File: src/rtl/bank_ctrl_pkg.sv
// Shared definitions for the CAM/MAC bank sequencer: op encodings, FSM states
// and the counter width helper.
package bank_ctrl_pkg;

  localparam logic [1:0] OP_WRITE   = 2'b00;
  localparam logic [1:0] OP_READ_Q  = 2'b01;
  localparam logic [1:0] OP_READ_QB = 2'b10;
  localparam logic [1:0] OP_SEARCH  = 2'b11;

  typedef enum logic [2:0] {
    StSleep,
    StWake,
    StIdle,
    StMode,
    StOp,
    StResp
  } state_e;

  // Width able to hold the largest phase length or idle timeout.
  function automatic int unsigned cnt_width(input int unsigned a, input int unsigned b,
                                            input int unsigned c, input int unsigned d,
                                            input int unsigned e);
    int unsigned m;
    m = a;
    if (b > m) m = b;
    if (c > m) m = c;
    if (d > m) m = d;
    if (e > m) m = e;
    return (m < 2) ? 32'd1 : 32'($clog2(m + 1));
  endfunction

endpackage

File: src/rtl/bank_prio_enc.sv
// Lowest-index priority encoder for a 4-row match vector.
module bank_prio_enc (
  input  logic [3:0] match_i,
  output logic       hit_o,
  output logic [1:0] idx_o
);

  always_comb begin
    hit_o = |match_i;
    idx_o = 2'd0;
    if (match_i[0]) begin
      idx_o = 2'd0;
    end else if (match_i[1]) begin
      idx_o = 2'd1;
    end else if (match_i[2]) begin
      idx_o = 2'd2;
    end else if (match_i[3]) begin
      idx_o = 2'd3;
    end
  end

endmodule

File: src/rtl/bank_ctrl.sv
// Single-bank CAM/MAC sequencer: accepts one command, settles the mode pin, times the
// access phase, captures the result and returns one response; sleeps after idling.
module bank_ctrl
  import bank_ctrl_pkg::*;
#(
  parameter int unsigned SETTLE_CYCLES = 1,
  parameter int unsigned WR_CYCLES     = 1,
  parameter int unsigned RD_CYCLES     = 2,
  parameter int unsigned SRCH_CYCLES   = 2,
  parameter int unsigned IDLE_TIMEOUT  = 16
) (
  input  logic       clk,
  input  logic       rst,
  input  logic       cmd_valid,
  output logic       cmd_ready,
  input  logic [1:0] cmd_op,
  input  logic [1:0] cmd_addr,
  input  logic [7:0] cmd_wdata,
  input  logic [3:0] cmd_query,
  output logic       rsp_valid,
  input  logic       rsp_ready,
  output logic [7:0] rsp_data,
  output logic       rsp_hit,
  output logic [1:0] rsp_hit_idx,
  output logic       sleeping,
  output logic       CS,
  output logic       MAC_en,
  output logic       w_en,
  output logic       read_bar,
  output logic [1:0] addr,
  output logic [7:0] word,
  output logic [3:0] query,
  input  logic [7:0] bank_rdata,
  input  logic [3:0] bank_match
);

  localparam int unsigned CntW =
      cnt_width(SETTLE_CYCLES, WR_CYCLES, RD_CYCLES, SRCH_CYCLES, IDLE_TIMEOUT);
  localparam logic [CntW-1:0] SettleLd = CntW'(SETTLE_CYCLES - 1);
  localparam logic [CntW-1:0] IdleLast = CntW'(IDLE_TIMEOUT - 1);

  state_e          state_q;
  logic [1:0]      op_q;
  logic [CntW-1:0] cnt_q;
  logic [CntW-1:0] idle_cnt_q;
  logic            cmd_ready_q, rsp_valid_q, rsp_hit_q, sleeping_q;
  logic [7:0]      rsp_data_q, word_q;
  logic [1:0]      rsp_hit_idx_q, addr_q;
  logic            cs_q, mac_en_q, w_en_q, read_bar_q;
  logic [3:0]      query_q;

  logic            hit;
  logic [1:0]      hit_idx;
  logic [1:0]      chk_op;
  logic            mode_ok;

  function automatic logic [CntW-1:0] op_load(input logic [1:0] op);
    case (op)
      OP_WRITE:  return CntW'(WR_CYCLES - 1);
      OP_SEARCH: return CntW'(SRCH_CYCLES - 1);
      default:   return CntW'(RD_CYCLES - 1);
    endcase
  endfunction

  bank_prio_enc u_prio_enc (
    .match_i (bank_match),
    .hit_o   (hit),
    .idx_o   (hit_idx)
  );

  // From WAKE the mode check uses the latched op; from IDLE it uses the incoming one.
  assign chk_op  = (state_q == StWake) ? op_q : cmd_op;
  assign mode_ok = (mac_en_q == (chk_op != OP_SEARCH));

  always_ff @(posedge clk or posedge rst) begin
    if (rst) begin
      state_q       <= StSleep;
      op_q          <= OP_WRITE;
      cnt_q         <= '0;
      idle_cnt_q    <= '0;
      cmd_ready_q   <= 1'b1;
      rsp_valid_q   <= 1'b0;
      rsp_data_q    <= 8'h00;
      rsp_hit_q     <= 1'b0;
      rsp_hit_idx_q <= 2'd0;
      sleeping_q    <= 1'b1;
      cs_q          <= 1'b0;
      mac_en_q      <= 1'b1;
      w_en_q        <= 1'b0;
      read_bar_q    <= 1'b1;
      addr_q        <= 2'd0;
      word_q        <= 8'h00;
      query_q       <= 4'h0;
    end else begin
      unique case (state_q)
        StSleep: begin
          idle_cnt_q <= '0;
          if (cmd_valid) begin
            op_q        <= cmd_op;
            addr_q      <= cmd_addr;
            read_bar_q  <= (cmd_op != OP_READ_Q);
            if (cmd_op == OP_WRITE) word_q <= cmd_wdata;
            if (cmd_op == OP_SEARCH) query_q <= cmd_query;
            cs_q        <= 1'b1;
            sleeping_q  <= 1'b0;
            cmd_ready_q <= 1'b0;
            state_q     <= StWake;
          end
        end
        StWake: begin
          if (!mode_ok) begin
            mac_en_q <= ~mac_en_q;
            cnt_q    <= SettleLd;
            state_q  <= StMode;
          end else begin
            cnt_q   <= op_load(chk_op);
            w_en_q  <= (chk_op == OP_WRITE);
            state_q <= StOp;
          end
        end
        StIdle: begin
          if (cmd_valid) begin
            idle_cnt_q  <= '0;
            op_q        <= cmd_op;
            addr_q      <= cmd_addr;
            read_bar_q  <= (cmd_op != OP_READ_Q);
            if (cmd_op == OP_WRITE) word_q <= cmd_wdata;
            if (cmd_op == OP_SEARCH) query_q <= cmd_query;
            cmd_ready_q <= 1'b0;
            if (!mode_ok) begin
              mac_en_q <= ~mac_en_q;
              cnt_q    <= SettleLd;
              state_q  <= StMode;
            end else begin
              cnt_q   <= op_load(chk_op);
              w_en_q  <= (chk_op == OP_WRITE);
              state_q <= StOp;
            end
          end else if ((IDLE_TIMEOUT != 0) && (idle_cnt_q == IdleLast)) begin
            idle_cnt_q <= '0;
            cs_q       <= 1'b0;
            sleeping_q <= 1'b1;
            state_q    <= StSleep;
          end else begin
            idle_cnt_q <= idle_cnt_q + 1'b1;
          end
        end
        StMode: begin
          if (cnt_q == '0) begin
            cnt_q   <= op_load(op_q);
            w_en_q  <= (op_q == OP_WRITE);
            state_q <= StOp;
          end else begin
            cnt_q <= cnt_q - 1'b1;
          end
        end
        StOp: begin
          if (cnt_q == '0) begin
            w_en_q      <= 1'b0;
            read_bar_q  <= 1'b1;
            rsp_valid_q <= 1'b1;
            if ((op_q == OP_READ_Q) || (op_q == OP_READ_QB)) rsp_data_q <= bank_rdata;
            if (op_q == OP_SEARCH) begin
              rsp_hit_q     <= hit;
              rsp_hit_idx_q <= hit_idx;
            end
            state_q <= StResp;
          end else begin
            cnt_q <= cnt_q - 1'b1;
          end
        end
        StResp: begin
          if (rsp_ready) begin
            rsp_valid_q   <= 1'b0;
            rsp_data_q    <= 8'h00;
            rsp_hit_q     <= 1'b0;
            rsp_hit_idx_q <= 2'd0;
            idle_cnt_q    <= '0;
            cmd_ready_q   <= 1'b1;
            state_q       <= StIdle;
          end
        end
        default: state_q <= StSleep;
      endcase
    end
  end

  assign cmd_ready   = cmd_ready_q;
  assign rsp_valid   = rsp_valid_q;
  assign rsp_data    = rsp_data_q;
  assign rsp_hit     = rsp_hit_q;
  assign rsp_hit_idx = rsp_hit_idx_q;
  assign sleeping    = sleeping_q;
  assign CS          = cs_q;
  assign MAC_en      = mac_en_q;
  assign w_en        = w_en_q;
  assign read_bar    = read_bar_q;
  assign addr        = addr_q;
  assign word        = word_q;
  assign query       = query_q;

endmodule

File: config.mk
export PLATFORM = sky130hd
export DESIGN_NAME = bank_ctrl
export DESIGN_NICKNAME = d
export VERILOG_FILES = /design/src/rtl/bank_ctrl_pkg.sv /design/src/rtl/bank_prio_enc.sv /design/src/rtl/bank_ctrl.sv
export SDC_FILE = /design/constraint.sdc
export NUM_CORES = 1
export LEC_CHECK = 0
export BUFFER_PORTS_ARGS = -buffer_cell sky130_fd_sc_hd__buf_2
export CAP_MARGIN = 20
export CELL_PAD_IN_SITES_DETAIL_PLACEMENT = 0
export CELL_PAD_IN_SITES_GLOBAL_PLACEMENT = 1
export CORE_MARGIN = 2
export CORE_UTILIZATION = 41
export CTS_BUF_LIST = sky130_fd_sc_hd__clkbuf_8
export DETAILED_ROUTE_END_ITERATION = 12
export PLACE_DENSITY_LB_ADDON = 0.12
export SLEW_MARGIN = 5
export SYNTH_ARGS = -nofsm -noshare
export SYNTH_HDL_FRONTEND = slang
export SYNTH_HIERARCHICAL = 1
export SYNTH_SLANG_ARGS = --single-unit
File: constraint.sdc
create_clock -name clk -period 2.6 [get_ports clk]
set_clock_uncertainty 0.15 [all_clocks]
set_input_delay 0.52 -clock clk [delete_from_list [all_inputs] [get_ports clk]]
set_output_delay 0.52 -clock clk [all_outputs]
set_load 0.05 [all_outputs]
==> out/results.ini <==
[run_status]
status = complete, no violations

[power]
leakage_nw = 1.441
p_per_area_nw_per_um2 = 1351
peakVddDrop_uv = 693.9

[clock_network]
clk_path_buf_depth = 2
ctsRootBufferMaster = clkbuf_8
cts_resized = 0
cts_tree = built
clk_latency_ps = 300
post-cts-setup-buffers = 0
cts_buffers = 5
ctsHoldBuffers = 0
htreeDepth = 2
cts.sinks = 47
cts.clk_slew.worst_paths_ps = 90

[final_layout]
fillers = 564
fin_cells = 394
finish.utilization = 0.5148
syn_to_final_growth_pct = 23.06
diodes = 0
drive_gt1_frac = 0.3354
nets = 355

[critical_path]
startpoint_type = flip-flop
crit_path_top_delay_cell = or4b_4
cp_data_required_time_ps = 2680
arrival_ps = 2340
crit_fanout = 8
crit_chain = inv_1, ha_1, or4b_4, nor2_2, nand2_1, a21oi_4, mux2i_1
endpoint_kind = flip-flop
worst-setup-path-type = flip-flop to flip-flop
max_stage_delay_ps = 490
critPathTopFamily = simple AND/OR/NAND/NOR gates
crit_buf_inv = 1

[grt]
grt_pass1_wl_mm = 9.073
grt_pass1_vias = 1881
antenna_found_initial = 0
grt_max_degree = 28
track_usage = 0.1747
overflow = 0

[yosys]
ys.flop_type = dfrtp_1
async_flop_share = 1.000
synth_edf_count = 0
syn_area_sq_um = 2447
syn-num-nets = 285
synth_area_leaders = dfrtp_1 (44%), mux2_2 (6.0%), nand2_1 (5.8%), mux2i_1 (5.7%), dfstp_2 (4.3%)
ys_types = 44
post-synth-top-count-cell = dfrtp_1
ys_seq_area_frac = 0.4826
postSynthCellCount = 248
synth_top_area_cell = dfrtp_1
ys_ff_latch = 47
yosysWarningCount = 6
synthTopCellsByCount = dfrtp_1 (43), nand2_1 (38), inv_1 (21)
postSynthAreaPerCell_sq_um = 9.868
synth_top_area_share = 0.4397

[route]
drcViolationCount = 0
drt-wirelength-per-cell_um = 13.41
dr.pass1.iters = 4
drtIter0Drc = 118
vias_per_cell = 4.995
via_count = 1968
detail-route-antenna-nets = 0
routed_wl_mm = 5.282

[die]
die_w_um = 81.26
die_h_um = 81.26
core_sq_um = 5851
initial_core_util = 0.4183
die-area_sq_um = 6603
io_pins = 64
rows = 28

[sta]
min_period_ps = 2262
timing.fmax_ghz = 0.4420
setup_viol = 0
fin_crit_sh = 0.8702
hold_viol = 0
fin_tns_setup_ps = 0
holdWs_ps = 79.49
worst_pin_slew_ps = 604.7
relSlewSlack = 0.5969
finalMaxSlewViolations = 0
grt_setup_unrepaired = false

[placement]
io_buffers = 63
dp_hpwl_mm = 3.925
dp.cells = 386
place_congestion = 0.7762

[worst_hold_path]
hold_path.class = primary input to async pin

[flow_run]
cap_violations = 0

## placed cells by master (no fill, tap or decap), types with 2 or more instances in the layout
| cell type | n |
|---|---|
| buf_2 | 63 |
| dfrtp_1 | 43 |
| nand2_1 | 38 |
| nor2_1 | 20 |
| inv_1 | 20 |
| o21ai_0 | 19 |
| mux2i_1 | 14 |
| mux2_2 | 13 |
| a21oi_1 | 9 |
| buf_4 | 7 |
| clkbuf_8 | 6 |
| ha_1 | 5 |
| dfstp_2 | 4 |
| nor2b_1 | 4 |
| a31oi_1 | 4 |
| nand2b_1 | 4 |
| nand3_1 | 3 |
| xor2_1 | 3 |
| xnor2_1 | 3 |
| nor4b_1 | 2 |
| nand3b_1 | 2 |
| nor3b_1 | 2 |
| nor4b_2 | 2 |
| a21oi_2 | 2 |
| nor3_1 | 2 |
| o311ai_0 | 2 |
| o22ai_1 | 2 |
## stage by stage
step	setup slack, ps	cell area [sq um]	power, W
finish	337.5	3012	0.004070
global route	164.9	3012	0.004347
CTS	297.6	3012	0.004110
detailed placement	302.5	2894	0.003540
global placement	399.8	2894	0.003517
floorplan	551.1	2447	0.002988
## registers in the layout (all words and copies together) (netlist names), 3 cells and up
register	flops
rsp_data	8
word	8
cnt_q	5
query	4
idle_cnt_q	5
state_q	3
## final cells by class
cell class | instances | area, sq um | share of cell area
Inverter | 21 | 78.83 | 0.02617
Timing Repair Buffer | 71 | 387.9 | 0.1288
Multi-Input combinational cell | 172 | 1152 | 0.3826
Tap cell | 75 | 93.84 | 0.03116
Clock buffer | 6 | 82.58 | 0.02742
Clock inverter | 2 | 35.03 | 0.01163
Sequential cell | 47 | 1181 | 0.3922
## kinds of logic after synthesis
group,after synthesis,share of synthesized area
XOR/XNOR,6,0.02148
buffers and inverters,29,0.04653
adder cells (fa/ha/maj),5,0.02556
multiplexers,27,0.1171
AO/OA/AOI/OAI,48,0.1288
AND/OR/NAND/NOR,86,0.1779
flip-flops,47,0.4826
## where the power goes
| group | switching [W] | internal (W) | total (W) | leakage [nW] |
|---|---|---|---|---|
| registers | 0.000266 | 0.00104 | 0.00130 | 0.576 |
| logic | 0.00149 | 0.000711 | 0.00220 | 0.804 |
| clock network | 0.000252 | 0.000311 | 0.000564 | 0.0612 |
| total | 0.00201 | 0.00206 | 0.00407 | 1.44 |
## per-layer routing
layer  vias up  wire [um]  track usage
li1        990          -            -
met1       922       2532       0.2512
met2        50       2465       0.2697
met3         6        225      0.03333
met4         0         59      0.04576
met5         -          0            0
## worst paths after layout
kind | startpoint | to | slack (ps) | cells after the start
max in group asynchronous | rst | read_bar | 1640 | 3
worst min register to register | sleeping | sleeping | 330 | 2
min in group clk | cmd_addr[1] | addr[1] | 260 | 3
worst max-delay path | cnt_q[0] | rsp_data[4] | 340 | 7
worst max register to register | cnt_q[0] | rsp_data[4] | 340 | 7
worst min-delay path | rst | query[1] | 80 | 2
Note: power is estimated with default switching activity, not from simulation.
